<file path="src/rtl/example_reduce_pipe.sv">
// Multi-channel bitwise reducer (OR/AND/XOR/sticky-OR accumulate) with a 2-entry valid/ready output buffer.
// Optional macro EXAMPLE_REDUCE_PARITY_EN adds out_parity, stored per buffer entry at push time.
module example_reduce_pipe #(
  parameter int WIDTH  = 1,
  parameter int NUM_CH = 2
) (
  input  logic                    clk,
  input  logic                    rst,
  input  logic                    in_valid,
  output logic                    in_ready,
  input  logic [NUM_CH*WIDTH-1:0] in_data,
  input  logic [1:0]              in_mode,
  input  logic                    acc_clr,
  output logic                    out_valid,
  input  logic                    out_ready,
  output logic [WIDTH-1:0]        out_data
`ifdef EXAMPLE_REDUCE_PARITY_EN
  ,
  output logic                    out_parity
`endif
);

  localparam logic [1:0] MODE_OR  = 2'd0;
  localparam logic [1:0] MODE_AND = 2'd1;
  localparam logic [1:0] MODE_XOR = 2'd2;
  localparam logic [1:0] MODE_ACC = 2'd3;

  logic [1:0]       count;
  logic [WIDTH-1:0] tail_data;
  logic [WIDTH-1:0] acc;
  logic [WIDTH-1:0] red_or;
  logic [WIDTH-1:0] red_and;
  logic [WIDTH-1:0] red_xor;
  logic [WIDTH-1:0] acc_next;
  logic [WIDTH-1:0] push_data;
  logic             push;
  logic             pop;

  // Ready depends only on the registered occupancy, never on out_ready.
  assign in_ready  = ~rst & (count != 2'd2);
  assign out_valid = (count != 2'd0);
  assign push      = in_valid & in_ready;
  assign pop       = out_valid & out_ready;

  always_comb begin
    red_or  = '0;
    red_and = '1;
    red_xor = '0;
    for (int c = 0; c < NUM_CH; c++) begin
      red_or  = red_or  | in_data[c*WIDTH +: WIDTH];
      red_and = red_and & in_data[c*WIDTH +: WIDTH];
      red_xor = red_xor ^ in_data[c*WIDTH +: WIDTH];
    end
  end

  assign acc_next = (acc_clr ? '0 : acc) | red_or;

  always_comb begin
    push_data = red_or;
    case (in_mode)
      MODE_OR:  push_data = red_or;
      MODE_AND: push_data = red_and;
      MODE_XOR: push_data = red_xor;
      MODE_ACC: push_data = acc_next;
      default:  push_data = red_or;
    endcase
  end

  // A bare acc_clr (or one alongside a non-accumulate transfer) still empties the accumulator.
  always_ff @(posedge clk) begin
    if (rst) begin
      acc <= '0;
    end else if (push && (in_mode == MODE_ACC)) begin
      acc <= acc_next;
    end else if (acc_clr) begin
      acc <= '0;
    end
  end

  always_ff @(posedge clk) begin
    if (rst) begin
      count <= 2'd0;
    end else begin
      case ({push, pop})
        2'b10:   count <= count + 2'd1;
        2'b01:   count <= count - 2'd1;
        default: count <= count;
      endcase
    end
  end

  // out_data is the head register itself, so it keeps its last value once the buffer drains.
  always_ff @(posedge clk) begin
    if (rst) begin
      out_data  <= '0;
      tail_data <= '0;
    end else begin
      if (pop && (count == 2'd2)) begin
        out_data <= tail_data;
      end
      if (push) begin
        if ((count == 2'd0) || ((count == 2'd1) && pop)) begin
          out_data <= push_data;
        end else begin
          tail_data <= push_data;
        end
      end
    end
  end

`ifdef EXAMPLE_REDUCE_PARITY_EN
  logic tail_parity;

  always_ff @(posedge clk) begin
    if (rst) begin
      out_parity  <= 1'b0;
      tail_parity <= 1'b0;
    end else begin
      if (pop && (count == 2'd2)) begin
        out_parity <= tail_parity;
      end
      if (push) begin
        if ((count == 2'd0) || ((count == 2'd1) && pop)) begin
          out_parity <= ^push_data;
        end else begin
          tail_parity <= ^push_data;
        end
      end
    end
  end
`endif

endmodule

</file>
<file path="config.mk">
export PLATFORM = sky130hd
export DESIGN_NAME = example_reduce_pipe
export DESIGN_NICKNAME = d
export VERILOG_FILES = /design/src/rtl/example_reduce_pipe.sv
export SDC_FILE = /design/constraint.sdc
export NUM_CORES = 1
export LEC_CHECK = 0
export ABC_CLOCK_PERIOD_IN_PS = 4300
export CAP_MARGIN = 0
export CORE_AREA = 2 2 39 41
export DETAILED_ROUTE_END_ITERATION = 10
export DIE_AREA = 0 0 41 43
export HOLD_SLACK_MARGIN = 0.02
export PLACE_DENSITY_LB_ADDON = 0.3
export SYNTH_ARGS = -nofsm -noshare
export SYNTH_HDL_FRONTEND = slang
export SYNTH_SLANG_ARGS = --single-unit
export TNS_END_PERCENT = 30
</file>
<file path="constraint.sdc">
create_clock -name clk -period 4.3 [get_ports clk]
set_input_delay 0.86 -clock clk [delete_from_list [all_inputs] [get_ports clk]]
set_output_delay 0.86 -clock clk [all_outputs]
set_load 0.05 [all_outputs]
</file>
# --- Word-level counts from Yosys, hierarchy flattened ---
# Index checks and enable logic that the tools add are counted.
totals:
  register_bits: 5
  input_bits: 9
  out_inout_bits: 3
  elab_cells: 39
classes:
  addsub: 2
  n_eq_ne: 8
  n_mux: 7
  bitwise_logic: 9
  n_reduce_logical: 9
op_table:
  columns: ["op", "n"]
  rows:
  - ["$eq 2x2->1 const B", 4]
  - ["$eq 2x1->1 const B", 3]
  - ["$mux 1", 5]
  - ["$and 1x1->1", 4]
  - ["$logic_not 2->1", 2]
  - ["$pmux 1 s4", 1]
  - ["$pmux 2 s2", 1]
  - ["$reduce_bool 2->1", 2]
  - ["$logic_and 1x1->1", 3]
  - ["$add 2x1->2 const B", 1]
  - ["$ne 2x2->1 const B", 1]
  - ["$not 1->1", 2]
  - ["$or 1x1->1", 2]
  - ["$reduce_and 2->1", 1]
  - ["$sub 2x1->2 const B", 1]
  - ["$logic_or 1x1->1", 1]
  - ["$xor 1x1->1", 1]

# --- Longest topological paths before layout ---
# Gate-level depths: netlist (run 1).
logic_depth:
  word_depth: 6
  depth_mapped: 7
  depth_no_buf: 7

# --- Worst setup path before layout (run 1) ---
# Ideal clock, no wire load.
synth_path:
  path_type: "input to output"
  start: "input port rst"
  end: "output port in_ready"
  arrival_ns: 1.505
  required_time_ns: 3.440
  path_slack_ns: 1.935
  stages: 1
  n_path_buf: 0
  path_cell_list: "nor2_1"
synth_between:
  elab_chain_len: 2
synth_lines:
  columns: ["element", "line_no", "source"]
  rows:
  - ["start: declaration", "8", "input logic rst,"]
  - ["$not 1->1", "40", "assign in_ready = ~rst & (count != 2'd2);"]
  - ["$and 1x1->1", "40", null]
  - ["end: declaration", "10", "output logic in_ready,"]
# No other way between the ends.

# --- Worst setup path in the final report (run 1) ---
# Same ends and word-level chain as after synthesis.

==> results.ini, run 1 <==
[global_route]
groute.usage.overall=0.0982
grt_max_degree=8
globalRouteOverflowTotal=0
antenna_found_initial=0
grt_pass1_vias=304
grt_pass1_wl_um=1090

[timing]
max_freq_ghz=0.315
setup_viol=0
period_share=0.739
finalClockSkew_ns=0.00665
drv_slew=0
finalSetupTns_ns=0
tightest_slew_ns=0.499
slew_headroom=0.666
period_needed_ns=3.18
hold_viol=0
rsz0062_at_grt=false

[logic_synthesis]
synth_largest_area_cell=dfxtp_1
netlist_top_cells_area=dfxtp_1, ha_1, a21oi_1
synth-seq-cells=5
yosys.area.top_type_share=0.275
syn_avg_cell_area_um2=8.09
synth_async_sr_flop_share=0
synth-main-ff-cell=dfxtp_1
yosys_warnings=0
syn-num-nets=60
synth_edf_count=0
synth_cells=45
yosysUniqueCellTypes=16
syn_area_um2=364
seq_area_frac_synth=0.275

[clocking]
cts-buffers-inserted=3
cts_htree_levels=1
cts_tree=done
clk_latency_ns=0.24
holdBufCountCts=0
cts.sinks=5
clockBufferDepth=2
clk_pin_slew_worst_paths_ns=0.05
cts_resized=0
postCtsSetupBuffers=0
cts_root_buf=clkbuf_4

[place]
portBuffers=11
dp_hpwl_um=593
place_congestion=0.619
place_inst=72

[die]
io_pins=12
fp.dieW_um=41
die_area_um2=1760
coreArea_um2=1380
row_count=14
fp.dieH_um=43
start_util=0.263

[drt]
final_antenna_net_count=0
wl_per_cell_um=9.18
drt_first_iter_violations=2
drc=0
vias=330
totalWireLength_um=698
firstDrtPassIters=2
viasPerCell=4.34

[layout]
multi_input_area_um2=241
fin_cells=76
diodes=0
layout-drive-gt1-share=0.0667
fillerInstances=153
fin_nets=76
regArea_um2=100
area_growth_syn_to_layout_pct=43.0

[setup_path]
cp.arrival_ns=2.32
path_class=input port to primary output
cp_max_fo=7
crit_required_ns=3.44
crit_path_end_kind=primary output
crit_path_start_kind=input port

[flow_run]
maxCapViolCount=0

[power]
powerDensity_nw_per_um2=542
p_leak_uw=0.000228
ir_drop_mv=0.205

[run_status]
status=completed

[worst_hold_path]
hold_path.class=flip-flop to flip-flop

-- sequential cells by signal, summed over array words and instances, names as in the netlist --
signal and flops:
tail_data 1, acc 1, count 2, out_data 1
-- cells in the mapped netlist, types with 2 or more instances --
master    instances
ha_1              6
inv_1             6
nor2b_1           2
a21oi_1           5
nand2b_1          2
dfxtp_1           5
xor2_1            2
o32ai_1           2
nor2_1            5
nand2_1           4
-- critical path: stages --
cell	delay [ns]
clkdlybuf4s50_1	0.52
nor2_1	0.13
clkdlybuf4s50_1	0.80
-- layout make-up --
type | count | area share
multi-input combinational | 34 | 0.464
timing repair buffer | 11 | 0.212
sequential | 5 | 0.192
clock buffer | 4 | 0.0505
inverter | 6 | 0.0433
tap | 16 | 0.0385
-- cells by family after synthesis --
kind of cell,Yosys count,synth area share
compound gates,9,0.151
xor+xnor,2,0.0481
fa+ha+maj,6,0.206
buf+inv,6,0.0619
flops,5,0.275
mux,1,0.0275
simple gates,16,0.230
-- per-stage QoR --
| stage | hold slack, ns | total power, µW | instance area [µm²] | utilization | setup slack (ns) |
|---|---|---|---|---|---|
| 5_1_grt | 0.478 | 307 | 520 | 0.376 | 1.06 |
| 4_1_cts | 0.476 | 288 | 520 | 0.376 | 1.10 |
| 3_5_place_dp | 0.469 | 231 | 494 | 0.357 | 1.11 |
| 6_report | 0.473 | 282 | 520 | 0.376 | 1.12 |
| 2_1_floorplan | 0.448 | 185 | 364 | - | 1.94 |
| 3_3_place_gp | 0.462 | 230 | 494 | 0.357 | 1.11 |
-- metal layers --
layer  vias up  routed length (µm)  track usage
li1        179                   -            -
met1       145                 303       0.0927
met2         6                 356        0.141
met3         0                  38       0.0785
met4         0                   0       0.0600
met5         -                   0            0
-- power by group --
part	internal [µW]	leakage, µW	switching [µW]	total [µW]
clock	35.1	0.0000150	18.8	53.9
sequential	59.0	0.0000410	6.83	65.8
combinational	65.2	0.000172	97.0	162
total	159	0.000228	123	282
-- path summary, 6_finish.rpt --
check | startpoint | endpoint | slack, ns | cells past startpoint
worst min register to register | tail_data | tail_data | 0.47 | 2
worst max register to register | count[0] | count[0] | 2.52 | 6
worst min-delay path | tail_data | tail_data | 0.47 | 2
worst max-delay path | rst | in_ready | 1.12 | 3
-- layout by cell type (no fill, tap or decap), drive strengths merged, types with 2 or more instances in the layout --
| cell | instances |
|---|---|
| clkdlybuf4s50 | 11 |
| inv | 6 |
| ha | 6 |
| nor2 | 5 |
| a21oi | 5 |
| dfxtp | 5 |
| nand2 | 4 |
| clkbuf | 4 |
| nor2b | 2 |
| nand2b | 2 |
| xor2 | 2 |
| o32ai | 2 |
(Power assumes the default switching activity.)
==> run 2, diff against run 1 <==
--- a/config.mk
+++ b/config.mk
@@ -5,7 +5,7 @@
 export SDC_FILE = /design/constraint.sdc
 export NUM_CORES = 1
 export LEC_CHECK = 0
-export ABC_CLOCK_PERIOD_IN_PS = 4300
+export ABC_CLOCK_PERIOD_IN_PS = 2700
 export CAP_MARGIN = 0
 export CORE_AREA = 2 2 39 41
 export DETAILED_ROUTE_END_ITERATION = 10
==> constraint.sdc (replaced) <==
create_clock -name clk -period 2.7 [get_ports clk]
set_input_delay 0.54 -clock clk [delete_from_list [all_inputs] [get_ports clk]]
set_output_delay 0.54 -clock clk [all_outputs]
set_load 0.05 [all_outputs]
==> run 2 against run 1 <==
  * Clock-buffer cell count is the same
  * Critical path depth grew 1
  * Utilization decreased by 0.18 points
  * Flip-flop and latch count unchanged
  * Combinational power up 62%
  * Worst setup slack got worse by 0.73 ns
  * Critical path type is now flip-flop to primary output
==> results.ini, run 2 (synthesized netlist as in run 1, its figures left out) <==
[run_status]
status=completed

[clocking]
cts_htree_levels=1
postCtsSetupBuffers=0
cts-buffers-inserted=3
holdBufCountCts=0
cts.sinks=5
cts_resized=0
cts_root_buf=clkbuf_4
clk_pin_slew_worst_paths_ns=0.04
clk_latency_ns=0.24
clockBufferDepth=2
cts_tree=done

[drt]
drt_first_iter_violations=4
drc=0
viasPerCell=4.51
vias=343
wl_per_cell_um=9.86
totalWireLength_um=749
final_antenna_net_count=0
firstDrtPassIters=4

[timing]
hold_viol=0
period_share=0.856
setup_viol=0
finalSetupTns_ns=0
slew_headroom=0.669
rsz0062_at_grt=false
drv_slew=0
finalClockSkew_ns=0.00199
tightest_slew_ns=0.495
max_freq_ghz=0.433
period_needed_ns=2.31

[layout]
largest_reg_flops=2
layout_common_cells=clkdlybuf4s50_1, inv_1, ha_1
fillerInstances=159
diodes=0
layout-drive-gt1-share=0.0833
fin_area_um2=518
final_common_cell=clkdlybuf4s50_1
fin_nets=76
top_register=count
area_growth_syn_to_layout_pct=42.3

[global_route]
globalRouteOverflowTotal=0
grt_max_degree=8
grt_pass1_wl_um=1170
grt_pass1_vias=314
antenna_found_initial=0
groute.usage.overall=0.106

[power]
powerDensity_nw_per_um2=879
p_leak_uw=0.000229
ir_drop_mv=0.280

[flow_run]
maxCapViolCount=0

[setup_path]
startpoint=count[0]
path_class=flip-flop to primary output
cp_max_fo=3
crit_path_end_kind=primary output
rr_startpoint=count[0]
crit_path_start_kind=flip-flop
crit_required_ns=2.16
cp.arrival_ns=1.77

[worst_hold_path]
hold_path.class=flip-flop to flip-flop
min_from=acc

[die]
coreArea_um2=1380
row_count=14
die_area_um2=1760
start_util=0.263
io_pins=12
fp.dieW_um=41
fp.dieH_um=43

[place]
dp_hpwl_um=611
place_congestion=0.692
portBuffers=11
postPlaceCellArea_um2=492

[run 2: cell type report]
| type | count | area, µm² | share of cell area |
|---|---|---|---|
| Tap cell | 16 | 20.0 | 0.0386 |
| Sequential cell | 5 | 100 | 0.193 |
| Timing Repair Buffer | 11 | 108 | 0.208 |
| Clock buffer | 4 | 26.3 | 0.0507 |
| Inverter | 6 | 22.5 | 0.0435 |
| Multi-Input combinational cell | 34 | 241 | 0.466 |
[run 2: critical path, stage by stage (launching register included)]
cell and delay (ns):
dfxtp_1 0.36, inv_1 0.08, ha_1 0.22, inv_1 0.08, clkdlybuf4s50_1 0.79
[run 2: through the flow]
step                      setup slack (ns)  hold WS, ns  total power (µW)  cells  utilization
after global routing                 0.312        0.522               494     76        0.374
after global placement               0.546        0.481               368     72        0.355
final                                0.389        0.484               455     76        0.374
after detailed placement             0.543        0.484               370     72        0.355
after floorplan                      0.859        0.448               295     45            -
after CTS                            0.367        0.492               463     76        0.374
[run 2: worst paths after layout]
check              endpoint  slack (ns)  cells after the start
setup / recovery  out_valid        0.39                      4
hold / removal          acc        0.48                      2
setup reg to reg   count[0]        0.92                      6
hold reg to reg         acc        0.48                      2
[run 2: per-layer routing]
layer  routed length (µm)  vias to the layer above  track usage
li1                     -                      183            -
met1                  286                      152       0.0897
met2                  416                        8        0.178
met3                   47                        0       0.0785
met4                    0                        0       0.0400
met5                    0                        -            0
[run 2: power breakdown]
part	switching, µW	leakage (µW)	internal [µW]
registers	13.0	0.0000410	94.1
logic	159	0.000173	103
clock network	30.8	0.0000150	55.9
==> run 3, diff against run 2 <==
--- a/config.mk
+++ b/config.mk
@@ -5,11 +5,12 @@
 export SDC_FILE = /design/constraint.sdc
 export NUM_CORES = 1
 export LEC_CHECK = 0
-export ABC_CLOCK_PERIOD_IN_PS = 2700
+export ABC_CLOCK_PERIOD_IN_PS = 2980
 export CAP_MARGIN = 0
 export CORE_AREA = 2 2 39 41
 export DETAILED_ROUTE_END_ITERATION = 10
 export DIE_AREA = 0 0 41 43
+export GPL_ROUTABILITY_DRIVEN = 0
 export HOLD_SLACK_MARGIN = 0.02
 export PLACE_DENSITY_LB_ADDON = 0.3
 export SYNTH_ARGS = -nofsm -noshare
==> constraint.sdc (replaced) <==
create_clock -name clk -period 2.98 [get_ports clk]
set_input_delay 0.447 -clock clk [delete_from_list [all_inputs] [get_ports clk]]
set_output_delay 0.447 -clock clk [all_outputs]
set_load 0.05 [all_outputs]
==> run 3 against run 2 <==
  * First-iteration DRC count down 25%
  * Critical path depth down 1
  * Largest power group unchanged
  * Highest routed layer unchanged
  * Worst hold slack worse by 0.012 ns
==> results.ini, run 3 (synthesized netlist as in run 1, its figures left out) <==
[die]
start_util=0.263
row_count=14
fp.dieW_um=41
die_area_um2=1760
io_pins=12
coreArea_um2=1380
fp.dieH_um=43

[global_route]
globalRouteOverflowTotal=0
grt_pass1_wl_um=1190
grt_max_degree=8
groute.usage.overall=0.105
grt_pass1_vias=318
antenna_found_initial=0

[timing]
slew_headroom=0.668
hold_viol=0
drv_slew=0
period_share=0.792
tightest_slew_ns=0.496
finalSetupTns_ns=0
period_needed_ns=2.36
rsz0062_at_grt=false
setup_viol=0
finalClockSkew_ns=0.00727
max_freq_ghz=0.424

[layout]
final_common_cell=clkdlybuf4s50_1
largest_reg_flops=2
layout-drive-gt1-share=0.0667
layout_common_cells=clkdlybuf4s50_1, inv_1, ha_1
diodes=0
area_growth_syn_to_layout_pct=43.0
top_register=count
fin_nets=76

[setup_path]
crit_required_ns=2.53
ff2ff_setup_slack_ns=1.19
cp.arrival_ns=1.91
crit_path_start_kind=input port
crit_slowest_cell=clkdlybuf4s50_1
ff2ff_path_depth=6
critPathMaxStageDelay_ns=0.81
cp_max_fo=7
startpoint=rst
rr_startpoint=count[0]
crit_path_end_kind=primary output
path_class=input port to primary output
crit_end=in_ready
path_cells=clkdlybuf4s50_1 -> nor2_1 -> clkdlybuf4s50_1
crit_top_cell=clkdlybuf4s50_1
regToRegEndpoint=count[0]

[drt]
drc=0
vias=331
firstDrtPassIters=3
highest_layer=met3
viasPerCell=4.36
wl_per_cell_um=9.41
wl_met1_um=321
wl_met3_um=46
drt_first_iter_violations=3
totalWireLength_um=715
wl_met2_um=347
final_antenna_net_count=0

[flow_run]
maxCapViolCount=0

[clocking]
cts_htree_levels=1
holdBufCountCts=0
cts_tree=done
cts-buffers-inserted=3
clk_pin_slew_worst_paths_ns=0.05
cts_resized=0
cts.sinks=5
postCtsSetupBuffers=0
cts_root_buf=clkbuf_4
clockBufferDepth=2
clk_latency_ns=0.24

[power]
powerDensity_nw_per_um2=789
ir_drop_mv=0.296
p_total_uw=411
p_leak_uw=0.000228

[place]
dp_hpwl_um=605
portBuffers=11

[run_status]
status=completed

[worst_hold_path]
hold_path.class=flip-flop to flip-flop

run 3: changes by cell type in the layout (fill, tap and decap cells not counted), sizes merged:
cell and change:
buf -1, clkdlybuf4s50 +1
run 3: where the power goes:
group          switching [µW]  internal, µW  leakage (µW)
Clock                    27.4          50.6     0.0000150
Combinational             142          95.0      0.000172
Sequential               10.2          85.1     0.0000410
Total                     180           231      0.000228
run 3: how the worst min path moves through the flow:
stage / start / end / cells past startpoint
after floorplan: acc / acc / 2
after global placement: tail_data / tail_data / 2
after detailed placement: tail_data / tail_data / 2
after CTS: tail_data / tail_data / 2
after global routing: tail_data / tail_data / 2
final: tail_data / tail_data / 2
run 3: per-stage QoR:
stage | utilization | cells | instance area (µm²) | hold WS (ns) | setup WS [ns]
6_report | 0.376 | 76 | 520 | 0.472 | 0.621
5_1_grt | 0.376 | 76 | 520 | 0.478 | 0.565
4_1_cts | 0.376 | 76 | 520 | 0.476 | 0.606
3_5_place_dp | 0.357 | 72 | 494 | 0.472 | 0.611
3_3_place_gp | 0.357 | 72 | 494 | 0.462 | 0.620
2_1_floorplan | - | 45 | 364 | 0.448 | 1.23
run 3: critical path, delay by kind of cell:
family | cells | cell delay, ns
simple gates | 1 | 0.13
buf+inv | 2 | 1.33
run 3: final cells by class:
class | count | area, µm²
tap | 16 | 20.0
sequential | 5 | 100
clock buffer | 4 | 26.3
multi-input combinational | 34 | 241
fill | 151 | 863
inverter | 6 | 22.5
timing repair buffer | 11 | 110
run 3: routing by layer:
| layer | vias up | track usage |
|---|---|---|
| met5 | - | 0 |
| met4 | 0 | 0.0600 |
| met3 | 0 | 0.0785 |
| met2 | 6 | 0.141 |
| met1 | 145 | 0.115 |
| li1 | 180 | - |
